$ cat config.mk
export PLATFORM = sky130hd
export DESIGN_NAME = p1_bus_master_seq_flat
export DESIGN_NICKNAME = d
export VERILOG_FILES = /design/src/rtl/p1_bus_master_seq_if.sv /design/src/rtl/p1_bus_master_seq.sv /design/src/flat_wrapper.sv
export SDC_FILE = /design/constraint.sdc
export NUM_CORES = 1
export LEC_CHECK = 0
export ABC_AREA = 1
export CORE_MARGIN = 4
export CORE_UTILIZATION = 49
export CTS_CLUSTER_DIAMETER = 50
export DETAILED_ROUTE_END_ITERATION = 10
export PLACE_DENSITY = 0.73
export SYNTH_ARGS = -nofsm -noshare
export SYNTH_HDL_FRONTEND = slang
export SYNTH_SLANG_ARGS = --single-unit
export TNS_END_PERCENT = 20
$ cat constraint.sdc
create_clock -name CLK -period 1.4 [get_ports CLK]
set_input_delay 0.42 -clock CLK [delete_from_list [all_inputs] [get_ports CLK]]
set_output_delay 0.42 -clock CLK [all_outputs]
set_load 0.05 [all_outputs]
$ cat src/rtl/p1_bus_master_seq_if.sv
// P1 requester/bus signal bundle: CPU and DMA request ports plus the Multibus command pins.
// The master modport is the sequencer's view; slave is the CPU/DMA/arbiter/memory side.
interface p1_bus_master_seq_if;
  logic p1init_n;
  logic cpu_req;
  logic cpu_wr;
  logic dma_req;
  logic dma_wr;
  logic cpu_ack;
  logic dma_ack;
  logic cpu_berr;
  logic dma_berr;
  logic sel_dma;
  logic sysb;
  logic aen;
  logic cmd_oe;
  logic mrdc_n;
  logic mwtc_n;
  logic xack_n;

  modport master (
    input  p1init_n, cpu_req, cpu_wr, dma_req, dma_wr, aen, xack_n,
    output cpu_ack, dma_ack, cpu_berr, dma_berr, sel_dma, sysb, cmd_oe, mrdc_n, mwtc_n
  );

  modport slave (
    output p1init_n, cpu_req, cpu_wr, dma_req, dma_wr, aen, xack_n,
    input  cpu_ack, dma_ack, cpu_berr, dma_berr, sel_dma, sysb, cmd_oe, mrdc_n, mwtc_n
  );
endinterface

$ cat src/rtl/p1_bus_master_seq.sv
// P1 master sequencer: round-robin CPU/DMA, SYSB/AEN handshake, one MRDC/MWTC cycle with XACK timeout.
// Latency: req->sysb 1 clk, strobe width k+2 for XACK at clk k; requesters hold req until ack/berr.
module p1_bus_master_seq #(
  parameter int unsigned SETUP_CYC   = 2,
  parameter int unsigned HOLD_CYC    = 1,
  parameter int unsigned TIMEOUT_CYC = 255
) (
  input  logic                CLK,
  input  logic                RESET_n,
  p1_bus_master_seq_if.master bus
);

  localparam logic [7:0] SETUP_LAST   = 8'(SETUP_CYC - 1);
  localparam logic [7:0] HOLD_LAST    = 8'(HOLD_CYC - 1);
  localparam logic [7:0] TIMEOUT_LAST = 8'(TIMEOUT_CYC - 1);

  typedef enum logic [2:0] {
    ST_IDLE  = 3'd0,
    ST_REQ   = 3'd1,
    ST_SETUP = 3'd2,
    ST_CMD   = 3'd3,
    ST_HOLD  = 3'd4,
    ST_DONE  = 3'd5
  } state_e;

  state_e     state_q, state_d;
  logic [7:0] cnt_q, cnt_d;
  logic       sel_dma_q, sel_dma_d;
  logic       dir_q, dir_d;
  logic       err_q, err_d;
  logic       last_dma_q, last_dma_d;
  logic       win_dma;

  logic       sysb_q, sysb_d;
  logic       cmd_oe_q, cmd_oe_d;
  logic       mrdc_n_q, mrdc_n_d;
  logic       mwtc_n_q, mwtc_n_d;
  logic       cpu_ack_q, cpu_ack_d;
  logic       dma_ack_q, dma_ack_d;
  logic       cpu_berr_q, cpu_berr_d;
  logic       dma_berr_q, dma_berr_d;

  logic       aen_s1_q, aen_s2_q;
  logic       xack_s1_q, xack_s2_q;

  always_comb begin
    state_d    = state_q;
    cnt_d      = cnt_q;
    sel_dma_d  = sel_dma_q;
    dir_d      = dir_q;
    err_d      = err_q;
    last_dma_d = last_dma_q;
    win_dma    = 1'b0;

    case (state_q)
      ST_IDLE: begin
        if (bus.cpu_req || bus.dma_req) begin
          // On a tie the side that did not win last time goes first.
          win_dma   = bus.dma_req && (!bus.cpu_req || !last_dma_q);
          sel_dma_d = win_dma;
          dir_d     = win_dma ? bus.dma_wr : bus.cpu_wr;
          err_d     = 1'b0;
          state_d   = ST_REQ;
        end
      end
      ST_REQ: begin
        if (aen_s2_q) begin
          state_d = ST_SETUP;
          cnt_d   = 8'd0;
        end
      end
      ST_SETUP: begin
        if (cnt_q == SETUP_LAST) begin
          state_d = ST_CMD;
          cnt_d   = 8'd0;
        end else begin
          cnt_d = cnt_q + 8'd1;
        end
      end
      ST_CMD: begin
        if (!xack_s2_q) begin
          state_d = ST_HOLD;
          err_d   = 1'b0;
          cnt_d   = 8'd0;
        end else if (cnt_q == TIMEOUT_LAST) begin
          state_d = ST_HOLD;
          err_d   = 1'b1;
          cnt_d   = 8'd0;
        end else begin
          cnt_d = cnt_q + 8'd1;
        end
      end
      ST_HOLD: begin
        if (cnt_q == HOLD_LAST) begin
          state_d = ST_DONE;
          cnt_d   = 8'd0;
        end else begin
          cnt_d = cnt_q + 8'd1;
        end
      end
      ST_DONE: begin
        last_dma_d = sel_dma_q;
        state_d    = ST_IDLE;
      end
      default: begin
        state_d = ST_IDLE;
        cnt_d   = 8'd0;
      end
    endcase

    // INIT drops the cycle without completing it; fairness history is kept.
    if (!bus.p1init_n) begin
      state_d    = ST_IDLE;
      cnt_d      = 8'd0;
      sel_dma_d  = sel_dma_q;
      dir_d      = dir_q;
      last_dma_d = last_dma_q;
    end

    sysb_d     = (state_d == ST_REQ) || (state_d == ST_SETUP) ||
                 (state_d == ST_CMD) || (state_d == ST_HOLD);
    cmd_oe_d   = (state_d == ST_SETUP) || (state_d == ST_CMD) || (state_d == ST_HOLD);
    mwtc_n_d   = !((state_d == ST_CMD) && dir_d);
    mrdc_n_d   = !((state_d == ST_CMD) && !dir_d);
    cpu_ack_d  = (state_d == ST_DONE) && !sel_dma_d && !err_d;
    dma_ack_d  = (state_d == ST_DONE) &&  sel_dma_d && !err_d;
    cpu_berr_d = (state_d == ST_DONE) && !sel_dma_d &&  err_d;
    dma_berr_d = (state_d == ST_DONE) &&  sel_dma_d &&  err_d;
  end

  always_ff @(posedge CLK or negedge RESET_n) begin
    if (!RESET_n) begin
      state_q    <= ST_IDLE;
      cnt_q      <= 8'd0;
      sel_dma_q  <= 1'b0;
      dir_q      <= 1'b0;
      err_q      <= 1'b0;
      last_dma_q <= 1'b1;
      sysb_q     <= 1'b0;
      cmd_oe_q   <= 1'b0;
      mrdc_n_q   <= 1'b1;
      mwtc_n_q   <= 1'b1;
      cpu_ack_q  <= 1'b0;
      dma_ack_q  <= 1'b0;
      cpu_berr_q <= 1'b0;
      dma_berr_q <= 1'b0;
      aen_s1_q   <= 1'b0;
      aen_s2_q   <= 1'b0;
      xack_s1_q  <= 1'b1;
      xack_s2_q  <= 1'b1;
    end else begin
      state_q    <= state_d;
      cnt_q      <= cnt_d;
      sel_dma_q  <= sel_dma_d;
      dir_q      <= dir_d;
      err_q      <= err_d;
      last_dma_q <= last_dma_d;
      sysb_q     <= sysb_d;
      cmd_oe_q   <= cmd_oe_d;
      mrdc_n_q   <= mrdc_n_d;
      mwtc_n_q   <= mwtc_n_d;
      cpu_ack_q  <= cpu_ack_d;
      dma_ack_q  <= dma_ack_d;
      cpu_berr_q <= cpu_berr_d;
      dma_berr_q <= dma_berr_d;
      aen_s1_q   <= bus.aen;
      aen_s2_q   <= aen_s1_q;
      xack_s1_q  <= bus.xack_n;
      xack_s2_q  <= xack_s1_q;
    end
  end

  assign bus.sysb     = sysb_q;
  assign bus.cmd_oe   = cmd_oe_q;
  assign bus.mrdc_n   = mrdc_n_q;
  assign bus.mwtc_n   = mwtc_n_q;
  assign bus.sel_dma  = sel_dma_q;
  assign bus.cpu_ack  = cpu_ack_q;
  assign bus.dma_ack  = dma_ack_q;
  assign bus.cpu_berr = cpu_berr_q;
  assign bus.dma_berr = dma_berr_q;

endmodule

$ cat src/flat_wrapper.sv
// flat-port wrapper written by rule: the top's interface ports become plain ports
module p1_bus_master_seq_flat 
#(
  parameter int unsigned SETUP_CYC   = 2,
  parameter int unsigned HOLD_CYC    = 1,
  parameter int unsigned TIMEOUT_CYC = 255
)
  (CLK, RESET_n, bus_p1init_n, bus_cpu_req, bus_cpu_wr, bus_dma_req, bus_dma_wr, bus_aen, bus_xack_n, bus_cpu_ack, bus_dma_ack, bus_cpu_berr, bus_dma_berr, bus_sel_dma, bus_sysb, bus_cmd_oe, bus_mrdc_n, bus_mwtc_n);
  p1_bus_master_seq_if bus_i ();
  input  logic CLK;
  input  logic RESET_n;
  input wire logic [$bits(bus_i.p1init_n)-1:0] bus_p1init_n;
  input wire logic [$bits(bus_i.cpu_req)-1:0] bus_cpu_req;
  input wire logic [$bits(bus_i.cpu_wr)-1:0] bus_cpu_wr;
  input wire logic [$bits(bus_i.dma_req)-1:0] bus_dma_req;
  input wire logic [$bits(bus_i.dma_wr)-1:0] bus_dma_wr;
  input wire logic [$bits(bus_i.aen)-1:0] bus_aen;
  input wire logic [$bits(bus_i.xack_n)-1:0] bus_xack_n;
  output wire logic [$bits(bus_i.cpu_ack)-1:0] bus_cpu_ack;
  output wire logic [$bits(bus_i.dma_ack)-1:0] bus_dma_ack;
  output wire logic [$bits(bus_i.cpu_berr)-1:0] bus_cpu_berr;
  output wire logic [$bits(bus_i.dma_berr)-1:0] bus_dma_berr;
  output wire logic [$bits(bus_i.sel_dma)-1:0] bus_sel_dma;
  output wire logic [$bits(bus_i.sysb)-1:0] bus_sysb;
  output wire logic [$bits(bus_i.cmd_oe)-1:0] bus_cmd_oe;
  output wire logic [$bits(bus_i.mrdc_n)-1:0] bus_mrdc_n;
  output wire logic [$bits(bus_i.mwtc_n)-1:0] bus_mwtc_n;
  assign bus_i.p1init_n = bus_p1init_n;
  assign bus_i.cpu_req = bus_cpu_req;
  assign bus_i.cpu_wr = bus_cpu_wr;
  assign bus_i.dma_req = bus_dma_req;
  assign bus_i.dma_wr = bus_dma_wr;
  assign bus_i.aen = bus_aen;
  assign bus_i.xack_n = bus_xack_n;
  assign bus_cpu_ack = bus_i.cpu_ack;
  assign bus_dma_ack = bus_i.dma_ack;
  assign bus_cpu_berr = bus_i.cpu_berr;
  assign bus_dma_berr = bus_i.dma_berr;
  assign bus_sel_dma = bus_i.sel_dma;
  assign bus_sysb = bus_i.sysb;
  assign bus_cmd_oe = bus_i.cmd_oe;
  assign bus_mrdc_n = bus_i.mrdc_n;
  assign bus_mwtc_n = bus_i.mwtc_n;
  p1_bus_master_seq #(.SETUP_CYC(SETUP_CYC), .HOLD_CYC(HOLD_CYC), .TIMEOUT_CYC(TIMEOUT_CYC)) u_core (.CLK(CLK), .RESET_n(RESET_n), .bus(bus_i));
endmodule
==> results.md, run 1 <==
- Outcome: finished, violations left
- Violated checks: negative setup slack
- Max Cap Viol: 0
- Placed Area: between 1500 and 2000 sq um
- Clock transition at path regs: around 160 ps
- Worst Hold Depth: 0
- Number of port buffers: 17
- Pins over their slew limit: 0
- Hold WC Path Type: flip-flop to flip-flop
- Period minus WS final: 1490 ps
- DRT iter0 DRCs: 25
- Synth area leader: dfrtp_1
- Seq pwr share: 49.2%
- Root Driver: clkbuf_4
- Peak supply drop: approximately 0.90 mV
- Number of global-route vias before repair: 1228
- Top flop regs: u_core.cnt_q x8, u_core.state_q x3
- Clock network latency to the later pin of the worst-skew pair: 330 ps
- Leak: between 0.9 and 1 nW
- Crit. End Element: flip-flop
- DR pass1 iterations: 4
- DRT antenna net count: 0
- R2R Setup Slk: -90 ps
- Register area share after synthesis: a little under half
- Register-to-Register Path Depth: 10
- Syn. warnings: 0
- Most common cell after layout, fill and taps aside: nand2_1
- Die Area: between 3000 and 4000 sq um
- Gp weighted congestion: 0.874
- Psw: 576 uW
- Most used cell, CP: inv_2
- Layout cells sized above 1: 36.3%
- Vias per cell: between 5 and 6
- CTS tree: built
- # nets final: 229
- Logic pwr share: 30.6%
- Req. time, crit path: 1670 ps
- Syn Inst Count: approximately 170
- Placement Setup Slack: -393 ps
- WL final: 3260 um
- Mapped cell area: 1430 sq um
- Initial core utilization: 51.7%
- Area share of the largest cell type after synthesis: 38.6%
- Arr. time, crit path: 1770 ps
- Setup tns final: -942 ps
- PwrDens: roughly 860 nW/um^2
- Inserted Clock Buffers: 3
- Crit-path cells: inv_2, ha_4, inv_2, nor2_4, nand3_2, nand2_2, inv_2, nand2_4, nand4_1, nor2_1
- Drt wl/cell: 13.3 um
- Crit-path max FO: 4
- Slew headroom: between 80% and 90%
- Max stage delay on crit path: 450 ps
- Internal: 1.19 mW
- Sink Count: 27
- Std cell rows: 19
- RSZ-0062 raised after global routing: yes
- Horiz. Die Dim: 62.0 um
- Largest net degree at the start of global routing: 28
- Final setup viols: 19
- Top post-synthesis cells by area: dfrtp_1, dfstp_2, nand2_1, inv_1, nor2_1
- Commonest cells after routing, fill and taps aside: nand2_1, nor2_1, dfrtp_1, inv_1, buf_4
- Hold Vio Cnt, Final: 0
- Reg with most FFs: u_core.cnt_q
- Clk buf depth: 2
- Mapped Nets: roughly 180
- Switch share: 32.7%
- Area delta synth->final: 43.2%
- Slowest stage cell, crit path: dfrtp_1
- Overflow after GRT: 0
- Slew @ Worst Pin: about 280 ps
- Max FFs per register: 8
- Fmax: around 670 MHz
- Drt drc: 0
- CP Launch Type: flip-flop
- Synth cell types: 26
- Core area: 2760 sq um
- Hold buffer count at CTS: 0
- GRT Resource Usage Total: 19.1%
- Via Count: between 1000 and 1500
- # diodes: 0
- Flop and latch count out of synthesis: 27
- CP Class: flip-flop to flip-flop
- # IOs: 18
- Die height: 62.0 um
- Post-DP HPWL: 2410 um
- Post-synthesis average cell area: 8.34 sq um
- Clk_skew: 7.98 ps
- First-pass GRT wire length: between 5000 and 6000 um
- Initial antenna violation count: 0
- Clock power share: 20.2%
- Final core utilization: 74.1%
- Fin crit share: 107%
- Htree depth: 1
- Final instance area: ~2000 sq um
- Setup WS post-layout: -94.6 ps
[cells by family (layout without fill, tap and decap cells)]
group | count (synthesis) | after routing | share of synthesized area [%]
buf+inv | 29 | 73 | 7.72
flops | 27 | 27 | 47.8
simple gates | 88 | 88 | 29.1
fa+ha+maj | 4 | 4 | 3.51
xor+xnor | 5 | 5 | 3.07
compound gates | 18 | 18 | 8.77
[cell usage after synthesis (all sizes together)]
master and n:
or2 1, o211ai 3, nand3 18, a21oi 5, a31oi 1, dfstp 5, o21ai 8, o21bai 1
dfrtp 22, buf 1, nand4 5, xor2 5, ha 4, nor2 31, inv 28, nand2 33
[stage by stage]
stage                     instances  power, mW  hold slack [ps]
after detailed placement        237       1.37              336
after CTS                       245       1.75              371
after floorplan                 171       1.13              124
after global routing            246       1.86              377
final                           246       1.76              368
after global placement          237       1.35              336
[area by class of cell]
type,count,area (sq um)
Timing Repair Buffer,41,460
Sequential cell,27,682
Fill cell,208,714
Multi-Input combinational cell,115,727
Clock inverter,1,7.51
Tap cell,31,38.8
Inverter,28,105
Clock buffer,3,22.5
[routing by layer]
layer,share of wire [%],GRT usage [%]
met1,46,25.5
met3,2.9,2.89
met2,49,31.7
met5,0,0
met4,2.3,6.67
[worst max-delay path, delay by kind of cell, from the launching register on]
kind	cells	cell delay, ps
adders and majority gates	1	150
buffers and inverters	3	220
DFF	1	450
and+or+nand+nor	6	630
[repair_timing]
item,CTS,global route
setup endpoints to repair,21,24
setup buffers,4,1
resized for setup,16,11
pin swaps,17,13
[power groups by stage]
stage / clock, mW / combinational, mW / sequential (mW)
final: 0.355 / 0.539 / 0.868
after global routing: 0.402 / 0.582 / 0.874
after CTS: 0.363 / 0.514 / 0.869
after detailed placement: 0 / 0.488 / 0.883
after global placement: 0 / 0.474 / 0.881
after floorplan: 0 / 0.195 / 0.935
[final timing paths]
kind	from	endpoint
max in group asynchronous	RESET_n	u_core.last_dma_q
hold / removal	u_core.aen_s1_q	u_core.aen_s2_q
hold reg to reg	u_core.aen_s1_q	u_core.aen_s2_q
setup reg to reg	u_core.cnt_q[1]	u_core.bus.dma_berr
min in group asynchronous	RESET_n	u_core.bus.cpu_berr
setup / recovery	u_core.cnt_q[1]	u_core.bus.dma_berr
(Power assumes the default switching activity.)
==> run 2: changes to the inputs <==
- CORE_UTILIZATION: 49 -> 54
- PLACE_DENSITY: 0.73 -> 0.76
- clock period: 1.4 -> 1.6 ns (I/O delays scaled with it)
==> run 2 against run 1 <==
Compared with the run above: cell area shrank 6.2%; clock-buffer cell count is the same; combinational power shrank 22%; critical path depth shrank 1; wire length shrank 7.3%; first-iteration DRC count grew 150%; clock skew shrank 1.9 ps; sequential power shrank 11%; flip-flop and latch count is the same; setup slack gained 150 ps; sequential share of layout area grew 2.4 points; register-to-register slack gained 150 ps; the flow now finishes without violations; largest power group unchanged.
==> results.md, run 2 (synthesis results as in run 1) <==
- First-pass GRT wire length: 4560 um (-15%)
- Placement Setup Slack: -240 ps (+153 ps)
- Crit-path max FO: 4 (unchanged)
- Horiz. Die Dim: 59.4 um (-4.1%)
- PwrDens: 774 nW/um^2 (-10%)
- # IOs: 18 (unchanged)
- Final core utilization: 76.6% (+2.5 points)
- Final Non-Filler Cells: 232 (-5.7%)
- Fin crit share: 96.4% (-10 points)
- Gp weighted congestion: 0.888 (+1.6%)
- Most common cell after layout, fill and taps aside: nand2_1
- Std cell rows: 18 (-1)
- Area delta synth->final: 34.3%
- Hold EP: u_core.xack_s2_q
- Post-DP HPWL: 2200 um (-8.7%)
- CTS tree: built
- Die Area: 3530 sq um (-8.1%)
- DR pass1 iterations: 4 (unchanged)
- Vias per cell: 5.22 (+2.0%)
- Sink Count: 27 (unchanged)
- Period minus WS final: 1540 ps (+47.3 ps)
- Initial core utilization: 57.1% (+5.3 points)
- CP Launch Type: flip-flop
- Outcome: complete, no violations
- Arr. time, crit path: 1760 ps (about the same)
- GRT Resource Usage Total: 17.0% (-2.1 points)
- Req. time, crit path: 1820 ps (+150 ps)
- Most used cell, CP: nand3_1
- Hold slack: 368 ps (-0.478 ps)
- Hold buffer count at CTS: 0 (unchanged)
- CP Class: flip-flop to flip-flop
- Clk_skew: 6.11 ps (-1.87 ps)
- R2R Setup Slk: 60 ps (+150 ps)
- Final setup viols: 0 (-19)
- Max Cap Viol: 0 (unchanged)
- Clock transition at path regs: 140 ps (-20 ps)
- Worst Hold Depth: 0 (unchanged)
- Hold WC Path Type: flip-flop to flip-flop
- Cell family with the largest share of critical-path delay: simple AND/OR/NAND/NOR gates
- Via Count: 1211 (-3.8%)
- Drt drc: 0 (unchanged)
- Post-CTS Setup Inserts: 0 (-4)
- R2R Path End: u_core.bus.sysb
- Setup tns final: 0 ps (+942 ps)
- Number of global-route vias before repair: 1055 (-14%)
- Max stage delay on crit path: 430 ps (-20 ps)
- Crit-path cells: inv_2, ha_4, nand2_2, nor2_4, nand2_4, o21ai_4, nand2_1, nand3_1, nand3_1
- Final instance area: 1920 sq um (-6.2%)
- Layout cells sized above 1: 30.2% (-6.1 points)
- Max FFs per register: 8 (unchanged)
- WL final: 3020 um (-7.3%)
- Commonest cells after routing, fill and taps aside: nand2_1, inv_1, nor2_1, dfrtp_1, nand3_1
- Slew @ Worst Pin: 325 ps (+46.7 ps)
- Clk buf depth: 2 (unchanged)
- Tot Pwr: 1.48 mW (-16%)
- Reg with most FFs: u_core.cnt_q
- Pins over their slew limit: 0 (unchanged)
- Drt wl/cell: 13.0 um (-1.7%)
- Worst path bufs/invs: 1 (-2)
- Overflow after GRT: 0 (unchanged)
- Register-to-Register Path Depth: 9 (-1)
- Hold Vio Cnt, Final: 0 (unchanged)
- Setup WS post-layout: 58.0 ps (+153 ps)
- Root Driver: clkbuf_4
- # diodes: 0 (unchanged)
- Fmax: 649 MHz (-3.1%)
- Placed cell count: 228 (-3.8%)
- Initial antenna violation count: 0 (unchanged)
- RSZ-0062 raised after global routing: yes
- Inserted Clock Buffers: 3 (unchanged)
- Number of port buffers: 17 (unchanged)
- Clock network latency to the later pin of the worst-skew pair: 330 ps (about the same)
- Core area: 2500 sq um (-9.3%)
- Largest net degree at the start of global routing: 28 (unchanged)
- Leak: 0.917 nW (-6.7%)
- Peak supply drop: 0.647 mV (-28%)
- HP Start: u_core.xack_s1_q
- DRT iter0 DRCs: 62 (+150%)
- Reg2reg start: u_core.cnt_q[0]
- Slowest stage cell, crit path: dfrtp_1
- Placed Area: 1810 sq um (-3.4%)
- Die height: 59.4 um (-4.1%)
- Top flop regs: u_core.cnt_q x8, u_core.state_q x3
- Htree depth: 1 (unchanged)
- Slew headroom: 78.3% (-3.1 points)
- DRT antenna net count: 0 (unchanged)
- Crit. End Element: flip-flop
- # nets final: 216 (-5.7%)
## run 2: worst max path at each step
stage               startpoint             endpoint  slack [ps]  cells after the start
2_1_floorplan  u_core.cnt_q[0]      u_core.cnt_q[2]         160                      9
5_1_grt        u_core.cnt_q[0]      u_core.bus.sysb         -30                      9
3_3_place_gp      bus_p1init_n      u_core.cnt_q[2]        -220                      6
6_report       u_core.cnt_q[0]      u_core.bus.sysb          60                      9
4_1_cts        u_core.cnt_q[0]      u_core.cnt_q[2]          50                      9
3_5_place_dp      bus_p1init_n  u_core.bus.dma_berr        -240                      5
## run 2: power breakdown
part,internal [mW],switching [mW],total [mW]
logic,0.182,0.237,0.418
clock network,0.0938,0.200,0.294
registers,0.728,0.0418,0.770
## run 2: layer usage
metal  track usage [%]  up-vias  share of wire (%)
li1                  -      601                  -
met1              24.5      574                 45
met2              25.4       32                 49
met3              3.05        4                4.6
met4              6.47        0                1.3
met5                 0        -                  0
## run 2: what timing repair did
action | CTS | global route
endpoints found under the hold margin | 0 | 0
resized for setup | 0 | 20
endpoints found under the setup margin | 0 | 13
## run 2: final cells by class
cell class                      instances  area, sq um
Inverter                               28          105
Fill cell                             170          584
Clock buffer                            3         22.5
Sequential cell                        27          684
Timing Repair Buffer                   28          355
Clock inverter                          1         5.00
Multi-Input combinational cell        115          706
Tap cell                               30         37.5
==> run 3: changes to the inputs <==
- ABC_AREA: 1 -> default
- CORE_UTILIZATION: 54 -> 53
- PLACE_DENSITY: 0.76 -> 0.75
==> run 3 against run 2 <==
Compared with the run above: the flow now finishes with violations (negative setup slack); utilization increased by 11 points; hold slack got worse by 20 ps; register-to-register slack got worse by 330 ps; setup slack got worse by 330 ps; largest cell class unchanged; sequential power down 1%; critical endpoint is now u_core.cnt_q[3]; critical path type unchanged.
==> results.md, run 3 <==
- Reg with most FFs: u_core.cnt_q
- Horiz. Die Dim: 58.6 um (-1.4%)
- Drt drc: 0 (unchanged)
- Fraction of registers with async set or reset after synthesis: 100% (unchanged)
- Area share of the largest cell type after synthesis: 40.6% (+2.0 points)
- R2R Path End: u_core.cnt_q[3]
- Std cell rows: 18 (unchanged)
- Number of global-route vias before repair: 1466 (+39%)
- Top cells by count, synth: dfrtp_1, nand2_1, a21oi_1, o21ai_0
- R2R Setup Slk: -270 ps (-330 ps)
- DRT antenna net count: 0 (unchanged)
- Largest net degree at the start of global routing: 28 (unchanged)
- Clock transition at path regs: 150 ps (about the same)
- Leak: 0.981 nW (+6.9%)
- DR pass1 iterations: 4 (unchanged)
- Initial antenna violation count: 0 (unchanged)
- Flop and latch count out of synthesis: 27 (unchanged)
- Post-DP HPWL: 2620 um (+19%)
- Slowest stage cell, crit path: dfrtp_1
- CP Class: flip-flop to flip-flop
- GRT Resource Usage Total: 27.6% (+11 points)
- Arr. time, crit path: 2090 ps (+330 ps)
- # diodes: 0 (unchanged)
- Worst Hold Depth: 0 (unchanged)
- Outcome: finished, violations left
- CTS tree: built
- Via Count: 1407 (+16%)
- Synth cell types: 43 (+65%)
- Hold slack: 347 ps (-20.2 ps)
- Sink Count: 27 (unchanged)
- Fmax: 534 MHz (-18%)
- FILL cells: 105 (-38%)
- Most frequent cell after synthesis: dfrtp_1
- Fin crit share: 117% (+21 points)
- # IOs: 18 (unchanged)
- Area delta synth->final: 58.6%
- Die Area: 3430 sq um (-2.7%)
- Final setup viols: 16 (+16)
- Gp weighted congestion: 0.838 (-5.6%)
- Register area share after synthesis: 50.3% (+2.5 points)
- Inserted Clock Buffers: 3 (unchanged)
- Mapped cell area: 1360 sq um (-4.9%)
- Number of port buffers: 17 (unchanged)
- Pins over their slew limit: 0 (unchanged)
- Hold EP: u_core.xack_s2_q
- Ys flop type: dfrtp_1
- Setup tns final: -2960 ps (-2960 ps)
- Htree depth: 1 (unchanged)
- # nets final: 202 (-6.5%)
- Max Cap Viol: 0 (unchanged)
- Number of flops mapped to enable cells by yosys: 0 (unchanged)
- Max stage delay on crit path: 440 ps (about the same)
- Crit-path max FO: 6 (+2)
- Clock network latency to the later pin of the worst-skew pair: 330 ps (about the same)
- Period minus WS final: 1870 ps (+332 ps)
- Placed Area: 1900 sq um (+4.6%)
- Slew @ Worst Pin: 496 ps (+170 ps)
- Synth area leader: dfrtp_1
- HP Start: u_core.xack_s1_q
- Slew headroom: 66.6% (-12 points)
- Hold WC Path Type: flip-flop to flip-flop
- Top post-synthesis cells by area: dfrtp_1, dfstp_2, ha_1, nand2_1, nand2b_1
- Clk_skew: 17.2 ps (+11.1 ps)
- Most common cell after layout, fill and taps aside: buf_4
- Reg2reg start: u_core.cnt_q[4]
- Clk buf depth: 2 (unchanged)
- Crit-path cells: buf_6, nand4_1, o21a_1, o31ai_4, buf_4, nor3_2, a211o_1
- Top flop regs: u_core.cnt_q x8, u_core.state_q x3
- Max FFs per register: 8 (unchanged)
- DRT iter0 DRCs: 88 (+42%)
- Peak supply drop: 0.589 mV (-9.1%)
- Vias per cell: 6.45 (+24%)
- Root Driver: clkbuf_4
- CP Launch Type: flip-flop
- Violated checks: negative setup slack
- Setup WS post-layout: -274 ps (-332 ps)
- Die height: 58.6 um (-1.4%)
- Req. time, crit path: 1820 ps (about the same)
- First-pass GRT wire length: 7000 um (+53%)
- RSZ-0062 raised after global routing: yes
- Post-synthesis average cell area: 10.2 sq um (+22%)
- Crit. End Element: flip-flop
- WL final: 4790 um (+58%)
- Overflow after GRT: 0 (unchanged)
- Syn Inst Count: 133 (-22%)
- Initial core utilization: 55.2% (-1.8 points)
- Commonest cells after routing, fill and taps aside: buf_4, dfrtp_1, nand2_1, buf_12, clkdlybuf4s50_1
- Final instance area: 2150 sq um (+12%)
- Core area: 2450 sq um (-1.8%)
- Mapped Nets: 146 (-21%)
- PwrDens: 693 nW/um^2 (-10%)
- Hold Vio Cnt, Final: 0 (unchanged)
- Drt wl/cell: 22.0 um (+69%)
- Syn. warnings: 0 (unchanged)
- Layout cells sized above 1: 45.2% (+15 points)
- Register-to-Register Path Depth: 7 (-2)
- Hold buffer count at CTS: 0 (unchanged)
[run 3: worst max-delay path: cells and delay by family, from the launching register on]
kind,cells,cell delay (ps)
AO/OA/AOI/OAI,3,810
AND/OR/NAND/NOR,2,190
buffers and inverters,2,320
flip-flops,1,440
[run 3: cells by family (layout without fill, tap and decap cells)]
| family | after synthesis | in the layout | synth area share [%] |
|---|---|---|---|
| simple gates | 55 | 55 | 23.2 |
| xor+xnor | 1 | 1 | 0.646 |
| flops | 27 | 27 | 50.3 |
| mux | 2 | 2 | 1.48 |
| buf+inv | 9 | 64 | 2.68 |
| fa+ha+maj | 4 | 4 | 3.69 |
| compound gates | 35 | 35 | 18.1 |
[run 3: timing repair]
action                     in CTS  in global routing
setup endpoints to repair      15                 18
setup buffers                   5                  2
gates resized for setup        25                 13
pin swaps                      10                  3
[run 3: per-layer routing]
| metal | wire length, um | track usage [%] | vias to the layer above |
|---|---|---|---|
| li1 | - | - | 589 |
| met1 | 1720 | 31.5 | 661 |
| met2 | 2250 | 46.1 | 112 |
| met3 | 440 | 7.02 | 45 |
| met4 | 375 | 16.8 | 0 |
| met5 | 0 | 0 | - |
[run 3: how the worst max path moves through the flow]
stage,from,to,slack [ps]
6_report,u_core.cnt_q[4],u_core.cnt_q[3],-270
5_1_grt,u_core.cnt_q[0],u_core.cnt_q[3],-350
4_1_cts,u_core.cnt_q[3],u_core.cnt_q[3],-200
3_5_place_dp,bus_p1init_n,u_core.bus.mrdc_n,-590
3_3_place_gp,bus_p1init_n,u_core.bus.mwtc_n,-420
2_1_floorplan,u_core.cnt_q[4],u_core.cnt_q[2],-150
[run 3: layout make-up]
| cell class | instances | area, sq um | area share (%) |
|---|---|---|---|
| Clock buffer | 3 | 22.5 | 1.05 |
| Clock inverter | 1 | 5.00 | 0.233 |
| Multi-Input combinational cell | 97 | 817 | 38.0 |
| Sequential cell | 27 | 682 | 31.7 |
| Tap cell | 30 | 37.5 | 1.75 |
| Inverter | 5 | 18.8 | 0.873 |
| Timing Repair Buffer | 55 | 568 | 26.4 |
[run 3: where the power goes]
part	switching, mW	internal [mW]
Combinational	0.234	0.201
Sequential	0.0316	0.728
Clock	0.203	0.0939
[run 3: per-stage QoR]
| stage | util [%] | setup slack, ps | total power [mW] | instances |
|---|---|---|---|---|
| after detailed placement | 77.3 | -587 | 1.12 | 207 |
| after global routing | 87.6 | -352 | 1.55 | 218 |
| final | 87.6 | -274 | 1.49 | 218 |
| after global placement | 77.3 | -421 | 1.10 | 207 |
| after floorplan | - | -146 | 0.923 | 133 |
| after CTS | 84.2 | -196 | 1.44 | 216 |
==> RTL change, RTL diff (settings of run 2) <==
`HOLD_CYC` is set to 1 in 2 places; all go to 0.
--- a/src/rtl/p1_bus_master_seq.sv
+++ b/src/rtl/p1_bus_master_seq.sv
@@ -3,5 +3,5 @@
 module p1_bus_master_seq #(
   parameter int unsigned SETUP_CYC   = 2,
-  parameter int unsigned HOLD_CYC    = 1,
+  parameter int unsigned HOLD_CYC    = 0,
   parameter int unsigned TIMEOUT_CYC = 255
 ) (
--- a/src/flat_wrapper.sv
+++ b/src/flat_wrapper.sv
@@ -3,5 +3,5 @@
 #(
   parameter int unsigned SETUP_CYC   = 2,
-  parameter int unsigned HOLD_CYC    = 1,
+  parameter int unsigned HOLD_CYC    = 0,
   parameter int unsigned TIMEOUT_CYC = 255
 )
Behaviour: not the same (a bounded check fails within 10 cycles, from zero or initial values and one cycle with RESET_n low).
==> RTL change against run 2 <==
  * Worst setup slack worse by 0.0048 ns
  * Highest routed layer unchanged
  * Maximum frequency down 0.31%
  * Area after synthesis up 4.8%
  * Cell area up 6.4%
  * Critical path depth unchanged
  * Wire length up 15%
  * Sequential share of layout area down 2.0 points
  * Critical endpoint is now u_core.cnt_q[3]
  * Power about the same
  * Via count up 12%
  * Count of clock-buffer cells in the layout up 1
  * Combinational power down 1%
  * Sequential cell count unchanged
==> RTL change: results (changes against run 2) <==
[critical_path]
crit_path_top_delay_cell=dfrtp_2  ; was dfrtp_1
critPathMaxStageDelay_ns=0.48  ; was 0.43 ns

[logic_synthesis]
synth_xor_area_frac=0.0176  ; was 0.0307
synth-compound-area-share=0.0987  ; was 0.0877
synth_cell_types=29  ; was 26
yosys.area_share.adder=0.0251  ; was 0.0351
synthTopCellsByCount=nand2_1, inv_1, dfrtp_1, nor2_1, nand3_1  ; was nand2_1, inv_1, nor2_1, dfrtp_1, nand3_1

[outcome]
status=finished clean  ; unchanged

[routing]
routed_wl_um=3480  ; was 3020 um
wl_met2_um=1710  ; was 1490 um
viasPerCell=5.49  ; was 5.22
drt-met1-wl_um=1500  ; was 1350 um
dr.first_iter.drc_count=69  ; was 62
wl_met3_um=217  ; was 138 um

[die]
dieArea_sq_mm=0.00367  ; was 0.00353 sq mm

[global_route]
grt_pass1_vias=1239  ; was 1055
grtUsageMet3=0.0234  ; was 0.0305
use_met2=0.316  ; was 0.254
globalRouteTotalUtil=0.198  ; was 0.170

[placed_design]
placed_area_sq_mm=0.00187  ; was 0.00181 sq mm
placed_cells=239  ; was 228
dp_slack_ns=-0.297  ; was -0.240 ns

[power]
vdd_drop_max_uv=766  ; was 647 uV
leakagePower_nw=0.954  ; was 0.917 nW

[sta]
clock_skew_ns=0.00419  ; was 0.00611 ns

[layout]
fin_cells=247  ; was 232

[RTL change: cell types whose count changed in the layout (fill, tap and decap cells not counted), moves of 3 or more]
cell      before  now
a21boi_1       0    3
buf_4         10   13
dfrtp_1       20   17
dfrtp_2        2    5
inv_2          4   10
nand2_2        5    8
nand3_1       15   10
nand3_2        2    6
nor2_1        22   17
[RTL change: power breakdown]
part           switching [W]  internal [W]  total [W]
clock network       0.000199     0.0000978   0.000297
registers          0.0000438      0.000729   0.000773
logic               0.000235      0.000179   0.000413
total               0.000478       0.00101    0.00148
[RTL change: worst reg2reg max path, cell delays in order, from the launching register on]
cell and delay (ns):
dfrtp_2 0.48, inv_2 0.06, ha_1 0.15, inv_2 0.05
nor2_4 0.16, nand2_4 0.09, nand3_2 0.08, nand3_1 0.17
nand2_1 0.13, a21boi_1 0.08
[RTL change: path summary, 6_finish.rpt]
path	end	startpoint	cells after the start	slack (ns)
max	u_core.cnt_q[3]	u_core.cnt_q[0]	9	0.05
min	u_core.aen_s2_q	u_core.aen_s1_q	0	0.37
max reg2reg	u_core.cnt_q[3]	u_core.cnt_q[0]	9	0.05
min reg2reg	u_core.aen_s2_q	u_core.aen_s1_q	0	0.37
max in group asynchronous	u_core.xack_s1_q	RESET_n	2	0.88
min in group asynchronous	u_core.cnt_q[2]	RESET_n	2	0.49
[RTL change: cell type report]
type                    instances  area (sq um)
clock buffers                   4          26.3
fillers                       173           529
inverters                      33           126
multi-input cells             121           771
flip-flops and latches         27           688
well taps                      30          37.5
repair buffers                 32           389
[RTL change: what timing repair did]
item                       CTS  global route
resized for setup            1            32
gates cloned                 0             0
buffers inserted             0             4
pin swaps                    0             7
setup endpoints to repair    3            17
